$ cat src/rtl/axi4_lite_pkg.sv
// Shared types for the AXI4-Lite command master.
//   resp_t         : AXI response codes (BRESP/RRESP).
//   master_state_t : transaction FSM states.
//   strb_width()   : byte-strobe width for a given data width.
package axi4_lite_pkg;

  typedef enum logic [1:0] {
    OKAY   = 2'b00,
    EXOKAY = 2'b01,
    SLVERR = 2'b10,
    DECERR = 2'b11
  } resp_t;

  typedef enum logic [2:0] {
    IDLE,
    WR_REQ,
    WR_RESP,
    RD_ADDR,
    RD_DATA,
    RSP
  } master_state_t;

  function automatic int unsigned strb_width(input int unsigned data_width);
    return data_width / 8;
  endfunction

endpackage

$ cat src/rtl/axi4_lite_wdog.sv
// Response-phase watchdog for the AXI4-Lite command master.
//   clk, rst_n : clock, asynchronous active-low reset
//   clear      : hold the count at zero
//   enable     : count this cycle (waiting with no handshake)
//   expired    : enable is high on the last allowed waiting cycle
// TIMEOUT_CYCLES = 0 removes the counter; expired is then constant 0.
module axi4_lite_wdog #(
  parameter int unsigned TIMEOUT_CYCLES = 256
) (
  input  logic clk,
  input  logic rst_n,
  input  logic clear,
  input  logic enable,
  output logic expired
);

  if (TIMEOUT_CYCLES == 0) begin : g_off
    logic unused_inputs;
    assign unused_inputs = ^{clk, rst_n, clear, enable};
    assign expired       = 1'b0;
  end else begin : g_on
    localparam int unsigned CW = $clog2(TIMEOUT_CYCLES + 1);
    localparam logic [CW-1:0] LAST = CW'(TIMEOUT_CYCLES - 1);

    logic [CW-1:0] count_q;

    always_ff @(posedge clk or negedge rst_n) begin
      if (!rst_n) begin
        count_q <= '0;
      end else if (clear) begin
        count_q <= '0;
      end else if (enable) begin
        count_q <= count_q + CW'(1);
      end
    end

    assign expired = enable && (count_q == LAST);
  end

endmodule

$ cat src/rtl/axi4_lite_master_cmd.sv
// AXI4-Lite master driven by a valid/ready command port, one transaction
// in flight.
//   cmd_*  : command in (write flag, address, data, strobes)
//   rsp_*  : response out (write flag, read data, resp code, timeout flag)
//   M_AW*, M_W*, M_B*, M_AR*, M_R* : AXI4-Lite master channels
// All outputs are registered; cmd_ready is decoded from registers only.
module axi4_lite_master_cmd
  import axi4_lite_pkg::*;
#(
  parameter  int unsigned ADDR_WIDTH     = 32,
  parameter  int unsigned DATA_WIDTH     = 32,
  parameter  int unsigned TIMEOUT_CYCLES = 256,
  localparam int unsigned STRB_WIDTH     = strb_width(DATA_WIDTH)
) (
  input  logic                  ACLK,
  input  logic                  ARESETN,

  input  logic                  cmd_valid,
  output logic                  cmd_ready,
  input  logic                  cmd_write,
  input  logic [ADDR_WIDTH-1:0] cmd_addr,
  input  logic [DATA_WIDTH-1:0] cmd_wdata,
  input  logic [STRB_WIDTH-1:0] cmd_wstrb,

  output logic                  rsp_valid,
  input  logic                  rsp_ready,
  output logic                  rsp_write,
  output logic [DATA_WIDTH-1:0] rsp_rdata,
  output logic [1:0]            rsp_resp,
  output logic                  rsp_timeout,

  output logic [ADDR_WIDTH-1:0] M_AWADDR,
  output logic                  M_AWVALID,
  input  logic                  M_AWREADY,

  output logic [DATA_WIDTH-1:0] M_WDATA,
  output logic [STRB_WIDTH-1:0] M_WSTRB,
  output logic                  M_WVALID,
  input  logic                  M_WREADY,

  input  logic [1:0]            M_BRESP,
  input  logic                  M_BVALID,
  output logic                  M_BREADY,

  output logic [ADDR_WIDTH-1:0] M_ARADDR,
  output logic                  M_ARVALID,
  input  logic                  M_ARREADY,

  input  logic [DATA_WIDTH-1:0] M_RDATA,
  input  logic [1:0]            M_RRESP,
  input  logic                  M_RVALID,
  output logic                  M_RREADY
);

  master_state_t         state_q;
  logic                  armed_q;
  logic [ADDR_WIDTH-1:0] awaddr_q, araddr_q;
  logic [DATA_WIDTH-1:0] wdata_q, rdata_q;
  logic [STRB_WIDTH-1:0] wstrb_q;
  logic                  awvalid_q, wvalid_q, bready_q, arvalid_q, rready_q;
  logic                  rsp_valid_q, rsp_write_q, rsp_timeout_q;
  logic [1:0]            rsp_resp_q;

  logic cmd_fire;
  logic aw_pend, w_pend;
  logic wd_clear, wd_enable, wd_expired;

  // armed_q keeps cmd_ready low while reset is held and rises on the first
  // clock after release, so every output reads 0 during reset.
  assign cmd_ready = (state_q == IDLE) && armed_q;
  assign cmd_fire  = cmd_valid && cmd_ready;

  // A channel is still pending if VALID is up and this cycle is not its handshake.
  assign aw_pend = awvalid_q && !M_AWREADY;
  assign w_pend  = wvalid_q  && !M_WREADY;

  assign wd_clear  = (state_q != WR_RESP) && (state_q != RD_DATA);
  assign wd_enable = ((state_q == WR_RESP) && !M_BVALID) ||
                     ((state_q == RD_DATA) && !M_RVALID);

  axi4_lite_wdog #(
    .TIMEOUT_CYCLES(TIMEOUT_CYCLES)
  ) u_wdog (
    .clk    (ACLK),
    .rst_n  (ARESETN),
    .clear  (wd_clear),
    .enable (wd_enable),
    .expired(wd_expired)
  );

  always_ff @(posedge ACLK or negedge ARESETN) begin
    if (!ARESETN) begin
      state_q       <= IDLE;
      armed_q       <= 1'b0;
      awaddr_q      <= '0;
      araddr_q      <= '0;
      wdata_q       <= '0;
      wstrb_q       <= '0;
      rdata_q       <= '0;
      awvalid_q     <= 1'b0;
      wvalid_q      <= 1'b0;
      bready_q      <= 1'b0;
      arvalid_q     <= 1'b0;
      rready_q      <= 1'b0;
      rsp_valid_q   <= 1'b0;
      rsp_write_q   <= 1'b0;
      rsp_timeout_q <= 1'b0;
      rsp_resp_q    <= '0;
    end else begin
      armed_q <= 1'b1;
      case (state_q)
        IDLE: begin
          if (cmd_fire) begin
            if (cmd_write) begin
              awaddr_q  <= cmd_addr;
              wdata_q   <= cmd_wdata;
              wstrb_q   <= cmd_wstrb;
              awvalid_q <= 1'b1;
              wvalid_q  <= 1'b1;
              state_q   <= WR_REQ;
            end else begin
              araddr_q  <= cmd_addr;
              arvalid_q <= 1'b1;
              state_q   <= RD_ADDR;
            end
          end
        end

        WR_REQ: begin
          if (awvalid_q && M_AWREADY) awvalid_q <= 1'b0;
          if (wvalid_q && M_WREADY)   wvalid_q  <= 1'b0;
          if (!aw_pend && !w_pend) begin
            bready_q <= 1'b1;
            state_q  <= WR_RESP;
          end
        end

        WR_RESP: begin
          // A B handshake on the expiry cycle takes priority over the timeout.
          if (M_BVALID) begin
            rsp_resp_q    <= M_BRESP;
            rsp_timeout_q <= 1'b0;
          end else if (wd_expired) begin
            rsp_resp_q    <= DECERR;
            rsp_timeout_q <= 1'b1;
          end
          if (M_BVALID || wd_expired) begin
            rdata_q     <= '0;
            rsp_write_q <= 1'b1;
            rsp_valid_q <= 1'b1;
            bready_q    <= 1'b0;
            state_q     <= RSP;
          end
        end

        RD_ADDR: begin
          if (M_ARREADY) begin
            arvalid_q <= 1'b0;
            rready_q  <= 1'b1;
            state_q   <= RD_DATA;
          end
        end

        RD_DATA: begin
          if (M_RVALID) begin
            rdata_q       <= M_RDATA;
            rsp_resp_q    <= M_RRESP;
            rsp_timeout_q <= 1'b0;
          end else if (wd_expired) begin
            rdata_q       <= '0;
            rsp_resp_q    <= DECERR;
            rsp_timeout_q <= 1'b1;
          end
          if (M_RVALID || wd_expired) begin
            rsp_write_q <= 1'b0;
            rsp_valid_q <= 1'b1;
            rready_q    <= 1'b0;
            state_q     <= RSP;
          end
        end

        RSP: begin
          if (rsp_ready) begin
            rsp_valid_q <= 1'b0;
            state_q     <= IDLE;
          end
        end

        default: state_q <= IDLE;
      endcase
    end
  end

  assign rsp_valid   = rsp_valid_q;
  assign rsp_write   = rsp_write_q;
  assign rsp_rdata   = rdata_q;
  assign rsp_resp    = rsp_resp_q;
  assign rsp_timeout = rsp_timeout_q;

  assign M_AWADDR  = awaddr_q;
  assign M_AWVALID = awvalid_q;
  assign M_WDATA   = wdata_q;
  assign M_WSTRB   = wstrb_q;
  assign M_WVALID  = wvalid_q;
  assign M_BREADY  = bready_q;
  assign M_ARADDR  = araddr_q;
  assign M_ARVALID = arvalid_q;
  assign M_RREADY  = rready_q;

endmodule

$ cat config.mk
export PLATFORM = sky130hd
export DESIGN_NAME = axi4_lite_master_cmd
export DESIGN_NICKNAME = d
export VERILOG_FILES = /design/src/rtl/axi4_lite_pkg.sv /design/src/rtl/axi4_lite_wdog.sv /design/src/rtl/axi4_lite_master_cmd.sv
export SDC_FILE = /design/constraint.sdc
export NUM_CORES = 1
export LEC_CHECK = 0
export BUFFER_PORTS_ARGS = -buffer_cell sky130_fd_sc_hd__buf_2
export CORE_AREA = 2 2 119 121
export DETAILED_ROUTE_END_ITERATION = 12
export DIE_AREA = 0 0 121 123
export GPL_ROUTABILITY_DRIVEN = 0
export HOLD_SLACK_MARGIN = 0.03
export PLACE_DENSITY = 0.79
export SLEW_MARGIN = 25
export SYNTH_ARGS = -nofsm -noshare
export SYNTH_HDL_FRONTEND = slang
export SYNTH_SLANG_ARGS = --single-unit
$ cat constraint.sdc
create_clock -name ACLK -period 2 [get_ports ACLK]
set_input_delay 0.2 -clock ACLK [delete_from_list [all_inputs] [get_ports ACLK]]
set_output_delay 0.2 -clock ACLK [all_outputs]
set_load 0.1 [all_outputs]
==> results.sh, run 1 <==
export IMPL_synth_compound_area_share_pct=10.36
export IMPL_maxCapViolations=0
export IMPL_worstRegToRegCells=7
export IMPL_cts_root_buffer="clkbuf_16"
export IMPL_portBuffers=256
export IMPL_finalCritPeriodShare_pct=94.39
export IMPL_rows=43
export IMPL_syn_avg_cell_area_um2=13.40
export IMPL_clk_pin_slew_ns=0.06
export IMPL_dpl_hpwl_um=11410
export IMPL_syn_num_nets=602
export IMPL_crit_path_cell_trace="and4_1 > and4_1 > ha_2 > o21bai_2 > mux2i_2 > buf_12 > o21ai_0"
export IMPL_cp_end_kind="flop"
export IMPL_hold_violations=0
export IMPL_clkLatencyLatePin_ns=0.42
export IMPL_cts_tree="done"
export IMPL_async_flop_share_pct=100.0
export IMPL_synth_xor_area_share_pct=0.1345
export IMPL_dp_slack_ns=-0.08230
export IMPL_cts_max_level=4
export IMPL_hold_depth=3
export IMPL_grt_max_degree=71
export IMPL_drc=0
export IMPL_setup_viol=0
export IMPL_grt_pass1_vias=5835
export IMPL_synth_edf_count=0
export IMPL_max_stage_delay_ns=0.41
export IMPL_synth_top_cells_by_count="155 x dfrtp_1, 72 x mux2_2, 45 x o21ai_0"
export IMPL_numCtsBuffers=17
export IMPL_nFillCells=883
export IMPL_antenna_left=0
export IMPL_fp_dieH_um=123
export IMPL_drt_initial_drc_count=294
export IMPL_synth_top_area_share_pct=59.57
export IMPL_grt_pass1_wl_um=29680
export IMPL_post_route_min_period_ns=1.888
export IMPL_reg2reg_from="u_wdog.g_on.count_q[3]"
export IMPL_cpMostUsedCell="and4_1"
export IMPL_die_w_um=121
export IMPL_synth_warnings=0
export IMPL_io_pin_count=257
export IMPL_cp_slowest_cell="dfrtp_1"
export IMPL_status="completed"
export IMPL_synth_cells=486
export IMPL_synthTopCellsByArea="dfrtp_1 60%, mux2_2 12%, mux2_4 6.7%, a22oi_1 3.9%, o21ai_0 3.5%"
export IMPL_grt_antenna_before_repair=0
export IMPL_stdcell_count=1043
export IMPL_hold_end="rsp_rdata[3]"
export IMPL_diodes=0
export IMPL_grt_overflow_total=0
export IMPL_dieArea_um2=14880
export IMPL_reg2reg_to="rsp_rdata[19]"
export IMPL_crit_type="flop to flop"
export IMPL_synth_flop_cell="dfrtp_1"
export IMPL_max_slew_margin_rel_pct=65.34
export IMPL_r2r_setup_slack_ns=0.11
export IMPL_ys_ff_latch=155
export IMPL_syn_to_final_growth_pct=49.19
export IMPL_synth_top_family_by_area="multiplexers"
export IMPL_syn_cell_area_um2=6511
export IMPL_worstHoldStart="M_RDATA[3]"
export IMPL_cp_required_ns=2.28
export IMPL_drive_gt1_share_pct=48.32
export IMPL_hold_class="primary input to flop"
export IMPL_nNetsFinal=966
export IMPL_max_freq_mhz=529.7
export IMPL_multiInputGateArea_um2=2346
export IMPL_place_inst=908
export IMPL_vias=5416
export IMPL_core_um2=13610
export IMPL_post_dp_cell_area_um2=8077
export IMPL_yosys_area_share_adder_pct=0.3843
export IMPL_clock_path_buffers=2
export IMPL_finalMaxSlewViolations=0
export IMPL_yosysUniqueCellTypes=47
export IMPL_seqCellArea_um2=3879
export IMPL_synth_simple_area_share_pct=4.093
export IMPL_drt_pass1_iter_count=4
export IMPL_tightest_slew_ns=0.5235
export IMPL_fin_area_um2=9714
export IMPL_wl_um=18990
export IMPL_wire_per_inst_um=18.21
export IMPL_tns_ns=0
export IMPL_start_kind="flop"
export IMPL_start_util_pct=47.84
export IMPL_crit_path_max_fanout=32
export IMPL_muxShareOfSynthArea_pct=20.52
export IMPL_cp_arrival_ns=2.17
export IMPL_critPathTopFamily="simple AND/OR/NAND/NOR gates"
export IMPL_synth_top_area_cell="dfrtp_1"
export IMPL_seq_area_frac_synth_pct=59.57
export IMPL_critPathBufInv=1
export IMPL_synth_most_common_cell="dfrtp_1"
export IMPL_finalWorstSetupSlack_ns=0.1122
export IMPL_grtUsageTotal_pct=25.78
export IMPL_cts_num_sinks=155
export IMPL_post_drt_via_cell_ratio=5.193
export IMPL_fin_skew_ns=0.01107
[registers in the layout (all words and copies together) (netlist names)]
signal / count
rsp_valid: 1
rsp_write: 1
armed_q: 1
M_WSTRB: 4
rsp_resp: 2
M_WVALID: 1
rsp_timeout: 1
M_ARADDR: 32
M_RREADY: 1
u_wdog.g_on.count_q: 9
M_AWADDR: 32
M_BREADY: 1
state_q: 3
M_ARVALID: 1
M_WDATA: 32
rsp_rdata: 32
M_AWVALID: 1
[cells in the final DEF (no fill, tap or decap), types with 4 or more instances in the layout]
cell type,instances
inv_6,5
clkbuf_16,17
nand2_1,7
mux2_4,29
mux2_2,72
a22oi_1,34
buf_12,6
buf_2,254
a21oi_1,4
dfrtp_1,155
buf_4,10
nand3_1,9
mux2i_1,8
dlygate4sd3_1,103
inv_1,43
o21ai_0,41
[through the flow]
stage          hold WS [ns]  util, %
6_report            0.05243    71.37
5_1_grt             0.05720    71.37
4_1_cts             0.03342    71.30
3_5_place_dp         0.1447    59.33
3_3_place_gp         0.1412    59.33
2_1_floorplan      -0.09559        -
[worst reg2reg max path, cell delays in order, from the launching register on]
cell	delay, ns
dfrtp_1	0.41
and4_1	0.24
and4_1	0.21
ha_2	0.24
o21bai_2	0.10
mux2i_2	0.22
buf_12	0.20
o21ai_0	0.13
[cell type report]
| cell class | instances | area share, % |
|---|---|---|
| repair buffers | 374 | 25.82 |
| flip-flops and latches | 155 | 39.93 |
| clock buffers | 20 | 4.804 |
| inverters | 43 | 1.662 |
| multi-input cells | 259 | 24.15 |
| well taps | 180 | 2.318 |
| clock inverters | 12 | 1.314 |
[what timing repair did]
action,in CTS,in global routing
setup buffers,0,0
hold buffers,103,0
gates resized for setup,2,6
endpoints found under the setup margin,32,32
hold endpoints to repair,171,0
[worst max-delay path by stage]
stage / from / endpoint / slack, ns / depth (start not counted)
after detailed placement: u_wdog.g_on.count_q[0] / rsp_rdata[17] / -0.08 / 7
final: u_wdog.g_on.count_q[3] / rsp_rdata[19] / 0.11 / 7
after CTS: u_wdog.g_on.count_q[0] / rsp_rdata[19] / 0.007 / 7
after global placement: u_wdog.g_on.count_q[4] / rsp_rdata[17] / 0.11 / 7
after global routing: u_wdog.g_on.count_q[3] / rsp_rdata[24] / -0.006 / 7
after floorplan: u_wdog.g_on.count_q[2] / rsp_rdata[0] / 0.17 / 7
[layer usage]
layer  up-vias  routed length, um  GRT usage (%)
met2       223              10020          44.94
met3        69                969          5.720
met1      2666               7161          29.47
met4         0                838          14.32
li1       2458                  -              -
met5         -                  0              0
[kinds of logic after synthesis]
family / after synthesis
AO/OA/AOI/OAI: 104
XOR/XNOR: 1
other: 1
multiplexers: 110
adder cells (fa/ha/maj): 2
AND/OR/NAND/NOR: 41
buffers and inverters: 72
flip-flops: 155
Power of run 1 is not shown: default switching activity piles up to over one toggle a cycle in this logic, so the estimate is an artifact.
==> run 2: changes to the inputs <==
--- a/config.mk
+++ b/config.mk
@@ -6,13 +6,12 @@
 export NUM_CORES = 1
 export LEC_CHECK = 0
 export BUFFER_PORTS_ARGS = -buffer_cell sky130_fd_sc_hd__buf_2
-export CORE_AREA = 2 2 119 121
+export CORE_AREA = 2 2 124 126
 export DETAILED_ROUTE_END_ITERATION = 12
-export DIE_AREA = 0 0 121 123
+export DIE_AREA = 0 0 126 128
 export GPL_ROUTABILITY_DRIVEN = 0
 export HOLD_SLACK_MARGIN = 0.03
-export PLACE_DENSITY = 0.79
-export SLEW_MARGIN = 25
+export PLACE_DENSITY = 0.74
 export SYNTH_ARGS = -nofsm -noshare
 export SYNTH_HDL_FRONTEND = slang
 export SYNTH_SLANG_ARGS = --single-unit
==> results.sh, run 2 (synthesis gave the netlist of run 1 again) <==
export IMPL_status="completed"
export IMPL_max_freq_mhz=532.6
export IMPL_cts_num_sinks=155
export IMPL_wl_um=18600
export IMPL_cts_tree="done"
export IMPL_clock_path_buffers=2
export IMPL_fin_skew_ns=0.007052
export IMPL_drt_pass1_iter_count=5
export IMPL_grt_overflow_total=0
export IMPL_rsz0062_at_grt="no"
export IMPL_grt_pass1_vias=5831
export IMPL_io_pin_count=257
export IMPL_tightest_slew_ns=0.5175
export IMPL_core_um2=14860
export IMPL_numCtsBuffers=17
export IMPL_final_common_cell="buf_2"
export IMPL_cts_root_buffer="clkbuf_16"
export IMPL_hold_class="primary input to flop"
export IMPL_crit_type="flop to flop"
export IMPL_critPathBufInv=1
export IMPL_critPathTopFamily="simple AND/OR/NAND/NOR gates"
export IMPL_cp_arrival_ns=2.18
export IMPL_grt_pass1_wl_um=29530
export IMPL_clk_pin_slew_ns=0.06
export IMPL_grtUsageTotal_pct=23.23
export IMPL_drive_gt1_share_pct=48.38
export IMPL_dieArea_um2=16130
export IMPL_cp_end_kind="flop"
export IMPL_wire_per_inst_um=17.72
export IMPL_clkLatencyLatePin_ns=0.43
export IMPL_hold_violations=0
export IMPL_cp_required_ns=2.31
export IMPL_maxCapViolations=0
export IMPL_antenna_left=0
export IMPL_cp_slowest_cell="or3b_2"
export IMPL_nFillCells=1078
export IMPL_grt_antenna_before_repair=0
export IMPL_max_stage_delay_ns=0.51
export IMPL_drt_initial_drc_count=335
export IMPL_crit_path_max_fanout=32
export IMPL_finalMaxSlewViolations=0
export IMPL_finalCritPeriodShare_pct=93.88
export IMPL_dpl_hpwl_um=11730
export IMPL_crit_path_cell_trace="nor3_4 > or3b_2 > buf_12 > mux2_4"
export IMPL_diodes=0
export IMPL_stdcell_count=1050
export IMPL_max_slew_margin_rel_pct=65.74
export IMPL_nNetsFinal=965
export IMPL_setup_viol=0
export IMPL_rows=45
export IMPL_syn_to_final_growth_pct=48.62
export IMPL_cts_setup_buffers=0
export IMPL_most_common_layout_cells="254 x buf_2, 154 x dfrtp_1, 101 x dlygate4sd3_1, 72 x mux2_2, 44 x o21ai_0"
export IMPL_portBuffers=256
export IMPL_grt_max_degree=71
export IMPL_post_route_min_period_ns=1.878
export IMPL_place_inst=917
export IMPL_die_w_um=126
export IMPL_cts_max_level=4
export IMPL_vias=5454
export IMPL_start_util_pct=43.80
export IMPL_fp_dieH_um=128
export IMPL_drc=0
export IMPL_post_drt_via_cell_ratio=5.194
export IMPL_start_kind="flop"
-- run 2: changes by cell type in the layout (fill, tap and decap cells not counted), moves of 2 or more --
cell	change
ha_2	-2
clkinv_4	-2
clkinvlp_4	+3
dlygate4sd3_1	-2
o21ai_1	-3
o21ai_0	+3
clkbuf_8	-2
-- run 2: metal layers --
metal / vias to the layer above / global-route usage [%] / routed length (um)
met4: 0 / 10.08 / 544
met3: 55 / 5.718 / 916
li1: 2454 / - / -
met1: 2715 / 27.31 / 7147
met5: - / 0 / 0
met2: 230 / 40.61 / 9994
-- run 2: path summary, 6_finish.rpt --
| check | cells past startpoint | startpoint | to | slack, ns |
|---|---|---|---|---|
| min reg2reg | 1 | M_AWADDR[29] | M_AWADDR[29] | 0.50 |
| max reg2reg | 4 | state_q[1] | M_ARADDR[5] | 0.12 |
| max in group asynchronous | 3 | ARESETN | rsp_rdata[27] | 1.04 |
| max | 4 | state_q[1] | M_ARADDR[5] | 0.12 |
| min | 3 | M_RDATA[13] | rsp_rdata[13] | 0.05 |
| min in group asynchronous | 2 | ARESETN | M_ARADDR[25] | 0.30 |
-- run 2: per-stage QoR --
step / setup TNS (ns) / worst slack, ns / hold slack, ns / cell area [um2] / util (%)
floorplan: 0 / 0.1744 / -0.09559 / 6511 / -
global placement: 0 / 0.1253 / 0.1567 / 8094 / 54.45
detailed placement: -0.8508 / -0.08057 / 0.1672 / 8094 / 54.45
CTS: 0 / 0.04874 / 0.03686 / 9659 / 64.98
global route: 0 / 0.02549 / 0.04128 / 9677 / 65.10
finish: 0 / 0.1223 / 0.05164 / 9677 / 65.10
-- run 2: worst reg2reg max path, stage by stage, from the launching register on --
cell     delay (ns)
dfrtp_1        0.45
nor3_4         0.22
or3b_2         0.51
buf_12         0.22
mux2_4         0.36
-- run 2: layout make-up --
cell class | count | area (um2) | area share [%]
timing repair buffer | 373 | 2496 | 25.80
inverter | 43 | 161.4 | 1.668
multi-input combinational | 259 | 2354 | 24.32
clock inverter | 13 | 107.6 | 1.112
clock buffer | 19 | 442.9 | 4.577
sequential | 155 | 3880 | 40.10
tap | 188 | 235.2 | 2.431
-- run 2: timing repair --
action	4_1_cts	5_1_grt
hold buffers	101	0
endpoints found under the hold margin	176	0
gates resized for setup	2	4
endpoints found under the setup margin	32	32
Power of run 2 is left out for the same reason.
==> run 3: changes to the inputs <==
--- a/config.mk
+++ b/config.mk
@@ -6,12 +6,15 @@
 export NUM_CORES = 1
 export LEC_CHECK = 0
 export BUFFER_PORTS_ARGS = -buffer_cell sky130_fd_sc_hd__buf_2
-export CORE_AREA = 2 2 124 126
+export CELL_PAD_IN_SITES_DETAIL_PLACEMENT = 0
+export CELL_PAD_IN_SITES_GLOBAL_PLACEMENT = 2
+export CORE_AREA = 2 2 148 150
 export DETAILED_ROUTE_END_ITERATION = 12
-export DIE_AREA = 0 0 126 128
+export DIE_AREA = 0 0 150 152
 export GPL_ROUTABILITY_DRIVEN = 0
 export HOLD_SLACK_MARGIN = 0.03
-export PLACE_DENSITY = 0.74
+export MAX_ROUTING_LAYER = met4
+export PLACE_DENSITY_LB_ADDON = 0.1
 export SYNTH_ARGS = -nofsm -noshare
 export SYNTH_HDL_FRONTEND = slang
 export SYNTH_SLANG_ARGS = --single-unit
==> constraint.sdc (replaced) <==
create_clock -name ACLK -period 1.9 [get_ports ACLK]
set_input_delay 0.19 -clock ACLK [delete_from_list [all_inputs] [get_ports ACLK]]
set_output_delay 0.19 -clock ACLK [all_outputs]
set_load 0.1 [all_outputs]
==> results.sh, run 3 (synthesis gave the netlist of run 1 again) <==
export IMPL_clkLatencyLatePin_ns=0.42
export IMPL_dpl_hpwl_um=12620
export IMPL_die_w_um=150
export IMPL_nNetsFinal=983
export IMPL_grt_max_degree=71
export IMPL_core_um2=21350
export IMPL_rsz0062_at_grt="yes"
export IMPL_hold_violations=0
export IMPL_cts_max_level=4
export IMPL_cp_arrival_ns=2.18
export IMPL_start_util_pct=30.50
export IMPL_cp_required_ns=2.23
export IMPL_syn_to_final_growth_pct=54.59
export IMPL_max_slew_margin_rel_pct=64.55
export IMPL_tightest_slew_ns=0.5317
export IMPL_clock_path_buffers=2
export IMPL_cts_num_sinks=155
export IMPL_setup_viol=0
export IMPL_fin_skew_ns=0.01603
export IMPL_worstHoldStart="M_ARREADY"
export IMPL_rows=54
export IMPL_grt_pass1_vias=5744
export IMPL_fin_area_um2=10070
export IMPL_grtUsageTotal_pct=16.85
export IMPL_drt_initial_drc_count=171
export IMPL_holdWs_ns=0.05479
export IMPL_multiInputGateArea_um2=2394
export IMPL_status="completed"
export IMPL_reg2reg_from="u_wdog.g_on.count_q[3]"
export IMPL_cp_end_kind="flop"
export IMPL_maxCapViolations=0
export IMPL_start_kind="flop"
export IMPL_vias=5299
export IMPL_numCtsBuffers=17
export IMPL_grt_pass1_wl_um=29680
export IMPL_drc=0
export IMPL_final_common_cell="buf_2"
export IMPL_post_drt_via_cell_ratio=4.568
export IMPL_hold_class="primary input to flop"
export IMPL_crit_type="flop to flop"
export IMPL_finalMaxSlewViolations=0
export IMPL_clk_pin_slew_ns=0.07
export IMPL_fp_dieH_um=152
export IMPL_post_dp_cell_area_um2=8292
export IMPL_hold_end="M_ARVALID"
export IMPL_most_common_layout_cells="254 x buf_2, 155 x dfrtp_1, 103 x dlygate4sd3_1, 72 x mux2_2, 43 x inv_1"
export IMPL_max_freq_mhz=541.8
export IMPL_drive_gt1_share_pct=49.89
export IMPL_seqCellArea_um2=3879
export IMPL_grt_antenna_before_repair=0
export IMPL_finalCritPeriodShare_pct=97.14
export IMPL_nFillCells=2045
export IMPL_reg2reg_to="rsp_valid"
export IMPL_r2r_setup_slack_ns=0.05
export IMPL_crit_path_max_fanout=3
export IMPL_diodes=0
export IMPL_cts_tree="done"
export IMPL_hold_depth=2
export IMPL_post_route_min_period_ns=1.846
export IMPL_drt_pass1_iter_count=4
export IMPL_cts_root_buffer="clkbuf_16"
export IMPL_dieArea_um2=22800
export IMPL_portBuffers=256
export IMPL_antenna_left=0
export IMPL_worstRegToRegCells=8
export IMPL_io_pin_count=257
export IMPL_wire_per_inst_um=16.14
export IMPL_grt_overflow_total=0
export IMPL_wl_um=18730
[run 3: stage by stage]
| step | cells | util [%] | TNS (ns) | setup slack (ns) |
|---|---|---|---|---|
| 6_report | 1160 | 47.15 | 0 | 0.05425 |
| 5_1_grt | 1160 | 47.15 | -0.03900 | -0.01376 |
| 4_1_cts | 1155 | 46.52 | 0 | 0.008789 |
| 3_5_place_dp | 1020 | 38.84 | -0.1008 | -0.03582 |
| 3_3_place_gp | 1020 | 38.84 | 0 | 0.01516 |
| 2_1_floorplan | 486 | - | 0 | 0.07435 |
[run 3: what timing repair did]
action	4_1_cts	5_1_grt
buffers inserted	0	2
resized for setup	2	28
endpoints found under the hold margin	179	0
gates cloned	0	3
pin swaps	0	2
endpoints found under the setup margin	32	36
hold buffers	103	0
[run 3: routing by layer]
layer | vias up | global-route usage (%) | routed length [um]
met4 | 0 | 4.897 | 244
met3 | 15 | 3.514 | 914
met2 | 165 | 27.07 | 9164
li1 | 2499 | - | -
met1 | 2620 | 21.47 | 8405
met5 | - | - | 0
[run 3: worst max path at each step]
stage	from	end	cells after the start	slack, ns
detailed placement	u_wdog.g_on.count_q[5]	rsp_rdata[13]	7	-0.04
finish	u_wdog.g_on.count_q[3]	rsp_valid	8	0.05
global placement	u_wdog.g_on.count_q[5]	rsp_rdata[15]	7	0.02
floorplan	u_wdog.g_on.count_q[2]	rsp_rdata[0]	7	0.07
global route	u_wdog.g_on.count_q[5]	rsp_rdata[7]	7	-0.01
CTS	u_wdog.g_on.count_q[5]	rsp_rdata[29]	7	0.009
[run 3: worst max-delay path, stage by stage (launching register included)]
cell      delay, ns
dfrtp_1        0.37
and4_4         0.26
and4_4         0.24
ha_4           0.16
o21bai_4       0.07
buf_4          0.14
buf_4          0.13
mux2_2         0.26
a21oi_1        0.14
[run 3: area by class of cell]
type                       instances  share of cell area (%)
clock buffer                      18                   4.264
clock inverter                    14                   1.765
inverter                          43                   1.603
multi-input combinational        259                   23.78
sequential                       155                   38.53
tap                              280                   3.480
timing repair buffer             391                   26.58
Power of run 3 is left out for the same reason.
